File: src/rtl/usb_tx_pkg.sv
// Shared definitions for the USB transmit path: sequencer states, SYNC pattern
// and PID codes.
package usb_tx_pkg;

  typedef enum logic [2:0] {
    ST_IDLE,
    ST_SYNC,
    ST_PID,
    ST_DATA,
    ST_WAITCRC,
    ST_EOP,
    ST_DONE,
    ST_REJECT
  } tx_state_e;

  localparam logic [7:0] SYNC_BYTE = 8'h80;

  localparam logic [3:0] PID_OUT   = 4'b0001;
  localparam logic [3:0] PID_IN    = 4'b1001;
  localparam logic [3:0] PID_SOF   = 4'b0101;
  localparam logic [3:0] PID_SETUP = 4'b1101;
  localparam logic [3:0] PID_DATA0 = 4'b0011;
  localparam logic [3:0] PID_DATA1 = 4'b1011;
  localparam logic [3:0] PID_ACK   = 4'b0010;
  localparam logic [3:0] PID_NAK   = 4'b1010;
  localparam logic [3:0] PID_STALL = 4'b1110;

  // The PID travels with its own complement in the upper nibble as a check field.
  function automatic logic [7:0] pid_byte(input logic [3:0] pid);
    return {~pid, pid};
  endfunction

endpackage

File: src/rtl/crc_tx_sequencer_counter.sv
// Generic up counter with clear priority over increment; wraps naturally at 2**W.
module counter #(
  parameter int W = 3
) (
  input  logic         clk,
  input  logic         rst_L,
  input  logic         inc_cnt,
  input  logic         clr_cnt,
  output logic [W-1:0] up
);

  logic [W-1:0] cnt_d;
  logic [W-1:0] cnt_q;

  always_comb begin
    cnt_d = cnt_q;
    if (clr_cnt) begin
      cnt_d = '0;
    end else if (inc_cnt) begin
      cnt_d = cnt_q + W'(1);
    end
  end

  always_ff @(posedge clk) begin
    if (!rst_L) begin
      cnt_q <= '0;
    end else begin
      cnt_q <= cnt_d;
    end
  end

  assign up = cnt_q;

endmodule

File: src/rtl/crc_tx_sequencer.sv
// Serialises SYNC, PID and payload bytes LSB-first into the bit-serial CRC stage,
// then waits for the CRC tail, requests EOP and reports completion.
module crc_tx_sequencer #(
  parameter int MAX_BYTES  = 64,
  parameter int LEN_W      = 7,
  parameter int EOP_CYCLES = 2
) (
  input  logic             clk,
  input  logic             rst_L,
  input  logic             pkt_valid,
  output logic             pkt_ready,
  input  logic [3:0]       pkt_pid,
  input  logic [LEN_W-1:0] pkt_len,
  input  logic             data_valid,
  output logic             data_ready,
  input  logic [7:0]       data_byte,
  input  logic             line_stall,
  input  logic             crc_pause_in,
  input  logic             crc_sending,
  output logic             crc_inb,
  output logic             crc_recving,
  output logic             crc_start,
  output logic             eop,
  output logic             pkt_done,
  output logic             pkt_err
);
  import usb_tx_pkg::*;

  localparam int EOP_W = (EOP_CYCLES < 2) ? 1 : $clog2(EOP_CYCLES + 1);

  tx_state_e        state_q, state_d;
  logic [7:0]       shift_q, shift_d;
  logic [3:0]       pid_q, pid_d;
  logic [LEN_W-1:0] len_q, len_d;
  logic             err_q, err_d;

  logic             bit_inc, bit_clr;
  logic [2:0]       bit_cnt;
  logic             byte_inc, byte_clr;
  logic [LEN_W-1:0] byte_cnt;
  logic             eop_inc, eop_clr;
  logic [EOP_W-1:0] eop_cnt;

  logic adv;
  logic last_bit;
  logic bytes_left;

  counter #(.W(3)) u_bit_cnt (
    .clk     (clk),
    .rst_L   (rst_L),
    .inc_cnt (bit_inc),
    .clr_cnt (bit_clr),
    .up      (bit_cnt)
  );

  // Counts payload bytes already loaded into the shift register.
  counter #(.W(LEN_W)) u_byte_cnt (
    .clk     (clk),
    .rst_L   (rst_L),
    .inc_cnt (byte_inc),
    .clr_cnt (byte_clr),
    .up      (byte_cnt)
  );

  counter #(.W(EOP_W)) u_eop_cnt (
    .clk     (clk),
    .rst_L   (rst_L),
    .inc_cnt (eop_inc),
    .clr_cnt (eop_clr),
    .up      (eop_cnt)
  );

  always_comb begin
    state_d     = state_q;
    shift_d     = shift_q;
    pid_d       = pid_q;
    len_d       = len_q;
    err_d       = err_q;
    bit_inc     = 1'b0;
    bit_clr     = 1'b0;
    byte_inc    = 1'b0;
    byte_clr    = 1'b0;
    eop_inc     = 1'b0;
    eop_clr     = 1'b0;
    pkt_ready   = 1'b0;
    data_ready  = 1'b0;
    crc_inb     = 1'b0;
    crc_recving = 1'b0;
    crc_start   = 1'b0;
    eop         = 1'b0;
    pkt_done    = 1'b0;
    pkt_err     = 1'b0;

    adv        = ~line_stall;
    last_bit   = (bit_cnt == 3'd7);
    bytes_left = (byte_cnt != len_q);

    unique case (state_q)
      ST_IDLE: begin
        pkt_ready = ~crc_sending & ~crc_pause_in;
        if (pkt_valid && pkt_ready) begin
          pid_d    = pkt_pid;
          len_d    = pkt_len;
          bit_clr  = 1'b1;
          byte_clr = 1'b1;
          if (pkt_len > LEN_W'(MAX_BYTES)) begin
            err_d   = 1'b1;
            state_d = ST_REJECT;
          end else begin
            err_d   = 1'b0;
            shift_d = SYNC_BYTE;
            state_d = ST_SYNC;
          end
        end
      end

      ST_REJECT: begin
        state_d = ST_DONE;
      end

      ST_SYNC: begin
        crc_recving = 1'b1;
        crc_start   = 1'b1;
        crc_inb     = shift_q[0];
        if (adv) begin
          bit_inc = 1'b1;
          if (last_bit) begin
            shift_d = pid_byte(pid_q);
            state_d = ST_PID;
          end else begin
            shift_d = {1'b0, shift_q[7:1]};
          end
        end
      end

      ST_PID: begin
        crc_recving = 1'b1;
        crc_start   = 1'b1;
        crc_inb     = shift_q[0];
        if (adv) begin
          bit_inc = 1'b1;
          if (!last_bit) begin
            shift_d = {1'b0, shift_q[7:1]};
          end else if (len_q == '0) begin
            state_d = ST_WAITCRC;
          end else begin
            data_ready = 1'b1;
            if (data_valid) begin
              shift_d  = data_byte;
              byte_inc = 1'b1;
              state_d  = ST_DATA;
            end else begin
              err_d   = 1'b1;
              state_d = ST_WAITCRC;
            end
          end
        end
      end

      ST_DATA: begin
        crc_recving = 1'b1;
        crc_inb     = shift_q[0];
        if (adv) begin
          bit_inc = 1'b1;
          if (!last_bit) begin
            shift_d = {1'b0, shift_q[7:1]};
          end else if (!bytes_left) begin
            state_d = ST_WAITCRC;
          end else begin
            // Byte boundary: the next byte must be there now or the packet is cut short.
            data_ready = 1'b1;
            if (data_valid) begin
              shift_d  = data_byte;
              byte_inc = 1'b1;
            end else begin
              err_d   = 1'b1;
              state_d = ST_WAITCRC;
            end
          end
        end
      end

      ST_WAITCRC: begin
        if (!crc_sending) begin
          eop_clr = 1'b1;
          state_d = ST_EOP;
        end
      end

      ST_EOP: begin
        eop = 1'b1;
        if (eop_cnt == EOP_W'(EOP_CYCLES - 1)) begin
          state_d = ST_DONE;
        end else begin
          eop_inc = 1'b1;
        end
      end

      ST_DONE: begin
        pkt_done = 1'b1;
        pkt_err  = err_q;
        err_d    = 1'b0;
        state_d  = ST_IDLE;
      end

      default: begin
        state_d = ST_IDLE;
      end
    endcase

    // Outputs stay quiet for the whole reset cycle, even if the state was mid-packet.
    if (!rst_L) begin
      pkt_ready   = 1'b0;
      data_ready  = 1'b0;
      crc_inb     = 1'b0;
      crc_recving = 1'b0;
      crc_start   = 1'b0;
      eop         = 1'b0;
      pkt_done    = 1'b0;
      pkt_err     = 1'b0;
    end
  end

  always_ff @(posedge clk) begin
    if (!rst_L) begin
      state_q <= ST_IDLE;
      shift_q <= '0;
      pid_q   <= '0;
      len_q   <= '0;
      err_q   <= 1'b0;
    end else begin
      state_q <= state_d;
      shift_q <= shift_d;
      pid_q   <= pid_d;
      len_q   <= len_d;
      err_q   <= err_d;
    end
  end

endmodule

File: config.mk
export PLATFORM = sky130hd
export DESIGN_NAME = crc_tx_sequencer
export DESIGN_NICKNAME = d
export VERILOG_FILES = /design/src/rtl/usb_tx_pkg.sv /design/src/rtl/crc_tx_sequencer_counter.sv /design/src/rtl/crc_tx_sequencer.sv
export SDC_FILE = /design/constraint.sdc
export NUM_CORES = 1
export LEC_CHECK = 0
export ABC_AREA = 1
export BUFFER_PORTS_ARGS = -buffer_cell sky130_fd_sc_hd__buf_2
export CAP_MARGIN = 20
export CORE_ASPECT_RATIO = 0.5
export CORE_MARGIN = 3
export CORE_UTILIZATION = 45
export CTS_CLUSTER_SIZE = 25
export DETAILED_ROUTE_END_ITERATION = 10
export PLACE_DENSITY = 0.75
export SYNTH_ARGS = -nofsm -noshare
export SYNTH_HDL_FRONTEND = slang
export SYNTH_SLANG_ARGS = --single-unit
File: constraint.sdc
create_clock -name clk -period 3.5 [get_ports clk]
set_input_delay 0.175 -clock clk [delete_from_list [all_inputs] [get_ports clk]]
set_output_delay 0.175 -clock clk [all_outputs]
set_load 0.05 [all_outputs]
Word level (Yosys, flattened, before mapping)
Index checks and enable logic that the tools add are counted.
W data, S select, Z words.
{ "op_classes": {"n_bitwise": 5, "reduce_logical": 13, "mux": 75, "n_eq_ne": 25, "addsub": 3, "order_cmp": 1} }
{ "ops": {"columns": ["cell", "count"], "rows": [
  ["$mux W8", 11],
  ["$mux W1", 45],
  ["$mux W3", 14],
  ["$pmux W8 S4", 1],
  ["$ne A2 B2 Y1 const B", 12],
  ["$pmux W3 S8", 1],
  ["$reduce_and A8 Y1", 2],
  ["$eq A3 B3 Y1 const B", 5],
  ["$reduce_and A10 Y1", 1],
  ["$ne A3 B3 Y1 const B", 3],
  ["$reduce_bool A4 Y1", 2],
  ["$add A7 B1 Y7 const B", 1],
  ["$gt A7 B7 Y1 const B", 1],
  ["$logic_not A7 Y1", 1],
  ["$ne A7 B7 Y1", 1],
  ["$eq A3 B2 Y1 const B", 2],
  ["$reduce_or A2 Y1", 3],
  ["$not A4 Y4", 1],
  ["$pmux W1 S2", 2],
  ["$pmux W1 S4", 1],
  ["$add A3 B1 Y3 const B", 1],
  ["$eq A3 B1 Y1 const B", 1],
  ["$logic_not A3 Y1", 1],
  ["$not A1 Y1", 3],
  ["6 further kinds", 6]
]} }
{ "word_totals": {"inputBits": 26, "register_bits": 35, "wordCells": 130} }

Depth between registers and ports, before layout
{ "logic_depth": {"ltp_word": 6, "mapped_depth": 13, "depth_no_buf": 11} }

By module
A second synthesis with hierarchy kept.
{ "hier_totals": {"cells_unflattened": 336, "area_unflattened_um2": 2262.2} }
{ "modules_own_cells": {"columns": ["mod", "seq_area_each_um2", "area_per_inst_um2", "instances", "cells_each"], "rows": [
  ["crc_tx_sequencer", 460.4, 1695.4, 1, 255],
  ["counter at u_byte_cnt", 140.1, 325.3, 1, 46],
  ["counter at u_bit_cnt", 60.1, 140.1, 1, 20],
  ["counter at u_eop_cnt", 40.0, 101.3, 1, 15]
]} }

Worst setup path after synthesis
Ideal clock, no wire load.
{ "synth_timing": {"path_type": "register to output", "from": "register state_q[0]", "to": "output port pkt_err", "path_buffers": 0, "required_ns": 3.325, "stages_incl_launch_ff": 6, "slack_ns": 1.522, "arrival_ns": 1.803, "path_cell_list": "dfxtp_1 inv_1 nand2_1 inv_1 nand2_1 nor3_1"} }
{ "synth_via": {"elab_chain_len": 3} }
{ "synth_rtl": {"columns": ["item", "line", "rtl"], "rows": [
  ["start: declaration", "crc_tx_sequencer.sv:31", "tx_state_e state_q, state_d;"],
  ["start signal: assignment", "crc_tx_sequencer.sv:232", "state_q <= state_d;"],
  ["$eq A3 B3 Y1", "crc_tx_sequencer.sv:98", "unique case (state_q)"],
  ["$mux W1", "crc_tx_sequencer.sv:98", null],
  ["$mux W1", "crc_tx_sequencer.sv:212", "if (!rst_L) begin"],
  ["end: declaration", "crc_tx_sequencer.sv:25", "output logic pkt_err"]
]} }
Every way passes these cells.

Final worst setup path
{ "layout_timing": {"from": "register u_bit_cnt.cnt_q[0], in the netlist u_bit_cnt.up[0]", "to": "output port data_ready"} }
{ "layout_via": {"elab_chain_len": 5, "word_cells_on_any_way": 7, "classes_between": "1 x eq/ne; 6 x mux"} }
{ "layout_rtl": {"columns": ["item", "line", "rtl"], "rows": [
  ["start: declaration", "crc_tx_sequencer_counter.sv:13", "logic [W-1:0] cnt_q;"],
  ["start signal: assignment", "crc_tx_sequencer_counter.sv:28", "cnt_q <= cnt_d;"],
  ["$eq A3 B3 Y1 *", "crc_tx_sequencer.sv:95", "last_bit = (bit_cnt == 3'd7);"],
  ["$mux W1, on equally long branches", "crc_tx_sequencer.sv:165, crc_tx_sequencer.sv:142", null],
  ["$mux W1, on equally long branches", "crc_tx_sequencer.sv:163, crc_tx_sequencer.sv:140", null],
  ["$pmux W1 S2 *", "crc_tx_sequencer.sv:98", null],
  ["$mux W1 *", "crc_tx_sequencer.sv:212", null],
  ["end: declaration", "crc_tx_sequencer.sv:15", "output logic data_ready,"]
]} }
Every way passes the cells marked *; elsewhere a longest branch is shown, timed or not.

==> summary.md <==
| Metric | Value |
|---|---|
| Status | `finished, final reports clean` |
| Area of the die | `5908 um^2` |
| Critical-path cell list | `ha_1 -> ha_1 -> inv_1 -> nor3_4 -> nand2_1 -> nor2_1 -> buf_2` |
| Antenna cells | `0` |
| Via density | `5.172` |
| Slew Limit Headroom | `65.35%` |
| Reg-to-Reg End | `state_q[2]` |
| Crit path kind | `register to primary output` |
| Startpoint Class | `register` |
| IO buf count | `33` |
| Fin crit period | `approximately 2.6 ns` |
| Mapped Cells | `342` |
| CP Launch Point | `u_bit_cnt.up[0]` |
| Yosys warns | `0` |
| Mux share of post-synthesis cell area | `0%` |
| Fmax | `377.6 MHz` |
| Seq/Total Area, Yosys | `31.30%` |
| EDFF count, synth | `0` |
| Setup crit end | `data_ready` |
| Dpl cells | `429` |
| Synthesized area | `2238 um^2` |
| Setup TNS | `0 ns` |
| Root buf cell | `clkbuf_8` |
| RSZ-0062 raised after global routing | `false` |
| Core Util, Final | `54.00%` |
| Max FO, Critical Path | `14` |
| Worst setup EP type | `primary output` |
| Routability cong. | `0.9235` |
| Final Max Tran Viols | `0` |
| CTS sink count | `35` |
| Max VDD drop | `245.9 uV` |
| DR WL/cell | `12.51 um` |
| Vias in the first global route | `roughly 2200` |
| Synthesis-to-layout area growth | `10.84%` |
| H-tree levels | `2` |
| HPWL Detailed | `4146 um` |
| Initial antenna violation count | `0` |
| Post-DRT Antenna Nets | `0` |
| Num rows | `17` |
| TritonCTS buffer count | `5` |
| Total of max-cap violations | `0` |
| Hold Buf Count CTS | `0` |
| First-pass GRT wire length | `9418 um` |
| Share of layout cells above drive strength 1 | `16.71%` |
| Power Density | `630.8 nW/um^2` |
| Syn Area/Cell | `6.545 um^2` |
| Vias after detailed routing | `2260` |
| WL final | `around 5500 um` |
| Reg2Reg Setup Slack | `1.22 ns` |
| Post-synth top area cell | `dfxtp_1` |
| Synth area leaders | `dfxtp_1, nand2_1, a21oi_1` |
| Crit Reg-Reg Startpoint | `u_bit_cnt.up[0]` |
| Final Worst Setup Slack | `about 0.85 ns` |
| Detailed Routing Iterations Pass 1 | `4` |
| Final setup viols | `0` |
| Worst slew pin tran | `0.5185 ns` |
| Leak | `~1.2 nW` |
| Layout fillers | `approximately 480` |
| Die width | `105.7 um` |
| Clk buf depth | `2` |
| DRC errors left | `0` |
| CP max-delay cell | `nor3_4` |
| Global Route Usage Sum | `19.69%` |
| Fin Clk Skew | `slightly above 0.01 ns` |
| Final hold vios | `0` |
| Simple logic cell fraction of the synthesized area | `34.43%` |
| Total gr overflow | `0` |
| I/O Pins | `34` |
| Dpl ws | `about 1.2 ns` |
| Final nets | `400` |
| Syn_nets | `372` |
| Starting Density | `between 40% and 50%` |
| Chip Height | `55.87 um` |
| Post-CTS Setup Repair Bufs | `0` |
| Crit path DAT | `2.47 ns` |
| Slowest stage delay, CP | `between 0.4 and 0.5 ns` |
| XOR/XNOR Fraction of Synth Area | `3.913%` |
| Most frequent cells in the layout | `nand2_1, nor2_1, inv_1` |
| Req. time, crit path | `3.32 ns` |
| Synth Register Bits | `35` |
| Most common cell after layout, fill and taps aside | `nand2_1` |
| Resized Gates After CTS | `0` |
| Largest net degree at the start of global routing | `26` |
| Clk Latency, worst-skew pair | `0.29 ns` |
| Crit-path most repeated cell | `ha_1` |
| Post-Synth Adder-Cell Area | `2.236%` |
| Path type of the worst min-delay path | `input port to register` |
| CTS clk-pin slew, worst paths | `around 0.07 ns` |
| Ys flop type | `dfxtp_1` |
| Synth Area in Compound Gates | `roughly 17%` |
| R2R depth | `9` |
| Synth cell types | `34` |
| Post-synth top area share | `31.30%` |
| First-iteration detailed-routing DRC count | `138` |
| CTS tree | `done` |
| Final period util | `75.67%` |
| Core Area | `roughly 4600 um^2` |
| Ys async rst share | `0%` |
| Largest family of logic cells by synthesized area | `simple AND/OR/NAND/NOR gates` |
| Non-Filler Instances | `~440` |
-- metrics by stage --
stage / hold WS (ns) / cell area [um^2] / power, mW
floorplan: 0.3134 / 2238 / 1.164
global placement: 0.4491 / 2400 / 1.258
detailed placement: 0.4461 / 2400 / 1.281
CTS: 0.1525 / 2481 / 1.569
global route: 0.1546 / 2481 / 1.709
finish: 0.1541 / 2481 / 1.565
-- worst min-delay path by stage --
| stage | from | to | cells past startpoint |
|---|---|---|---|
| CTS | pkt_pid[0] | pid_q[0] | 3 |
| floorplan | rst_L | len_q[0] | 2 |
| global route | pkt_pid[0] | pid_q[0] | 3 |
| detailed placement | pkt_pid[0] | pid_q[0] | 3 |
| finish | pkt_pid[0] | pid_q[0] | 3 |
| global placement | pkt_len[2] | len_q[2] | 3 |
-- synth_stat cells, drive strengths merged (3+ instances only) --
cell   number
nand2      75
nor2       50
inv        42
a21oi      36
dfxtp      35
o21ai      27
nand3      23
buf        10
nor3        9
nand4       7
xor2        7
a21o        4
ha          4
or2         3
xnor2       3
-- state kept, by name, indices dropped and copies added, names as in the netlist --
| name | count |
|---|---|
| err_q | 1 |
| u_byte_cnt.up | 7 |
| u_eop_cnt.up | 2 |
| shift_q | 8 |
| len_q | 7 |
| u_bit_cnt.up | 3 |
| pid_q | 4 |
| state_q | 3 |
-- power by group --
part | internal [mW] | switching [mW] | total, mW
Clock | 0.140 | 0.145 | 0.285
Combinational | 0.255 | 0.470 | 0.725
Sequential | 0.487 | 0.0683 | 0.555
Total | 0.882 | 0.683 | 1.57
-- logic make-up after synthesis --
kind of cell	count (synthesis)
AOI/OAI and AO/OA	71
buffers and inverters	55
xor gates and xnor gates	10
DFF	35
adders and majority gates	4
and+or+nand+nor	167
-- layout make-up --
cell class	instances	area, um^2	share of cell area [%]
multi-input cells	252	1290	51.99
flip-flops and latches	35	700.7	28.24
repair buffers	33	165.2	6.657
inverters	43	161.4	6.505
well taps	66	82.58	3.328
clock buffers	7	76.32	3.076
clock inverters	1	5.005	0.2017
-- layer usage --
layer	part of all wire [%]	track usage (%)	routed length [um]	up-vias
li1	-	-	-	1159
met1	46	24.66	2496	1032
met2	47	32.70	2582	62
met3	5.8	4.403	315	7
met4	1.3	8.672	73	0
met5	0	0	0	-
-- worst max-delay path, delay by kind of cell (launching register included) --
kind	cells	cell delay, ns
buffers and inverters	2	0.60
and+or+nand+nor	3	0.64
DFF	1	0.36
adders and majority gates	2	0.57
Note: power is estimated with default switching activity, not from simulation.
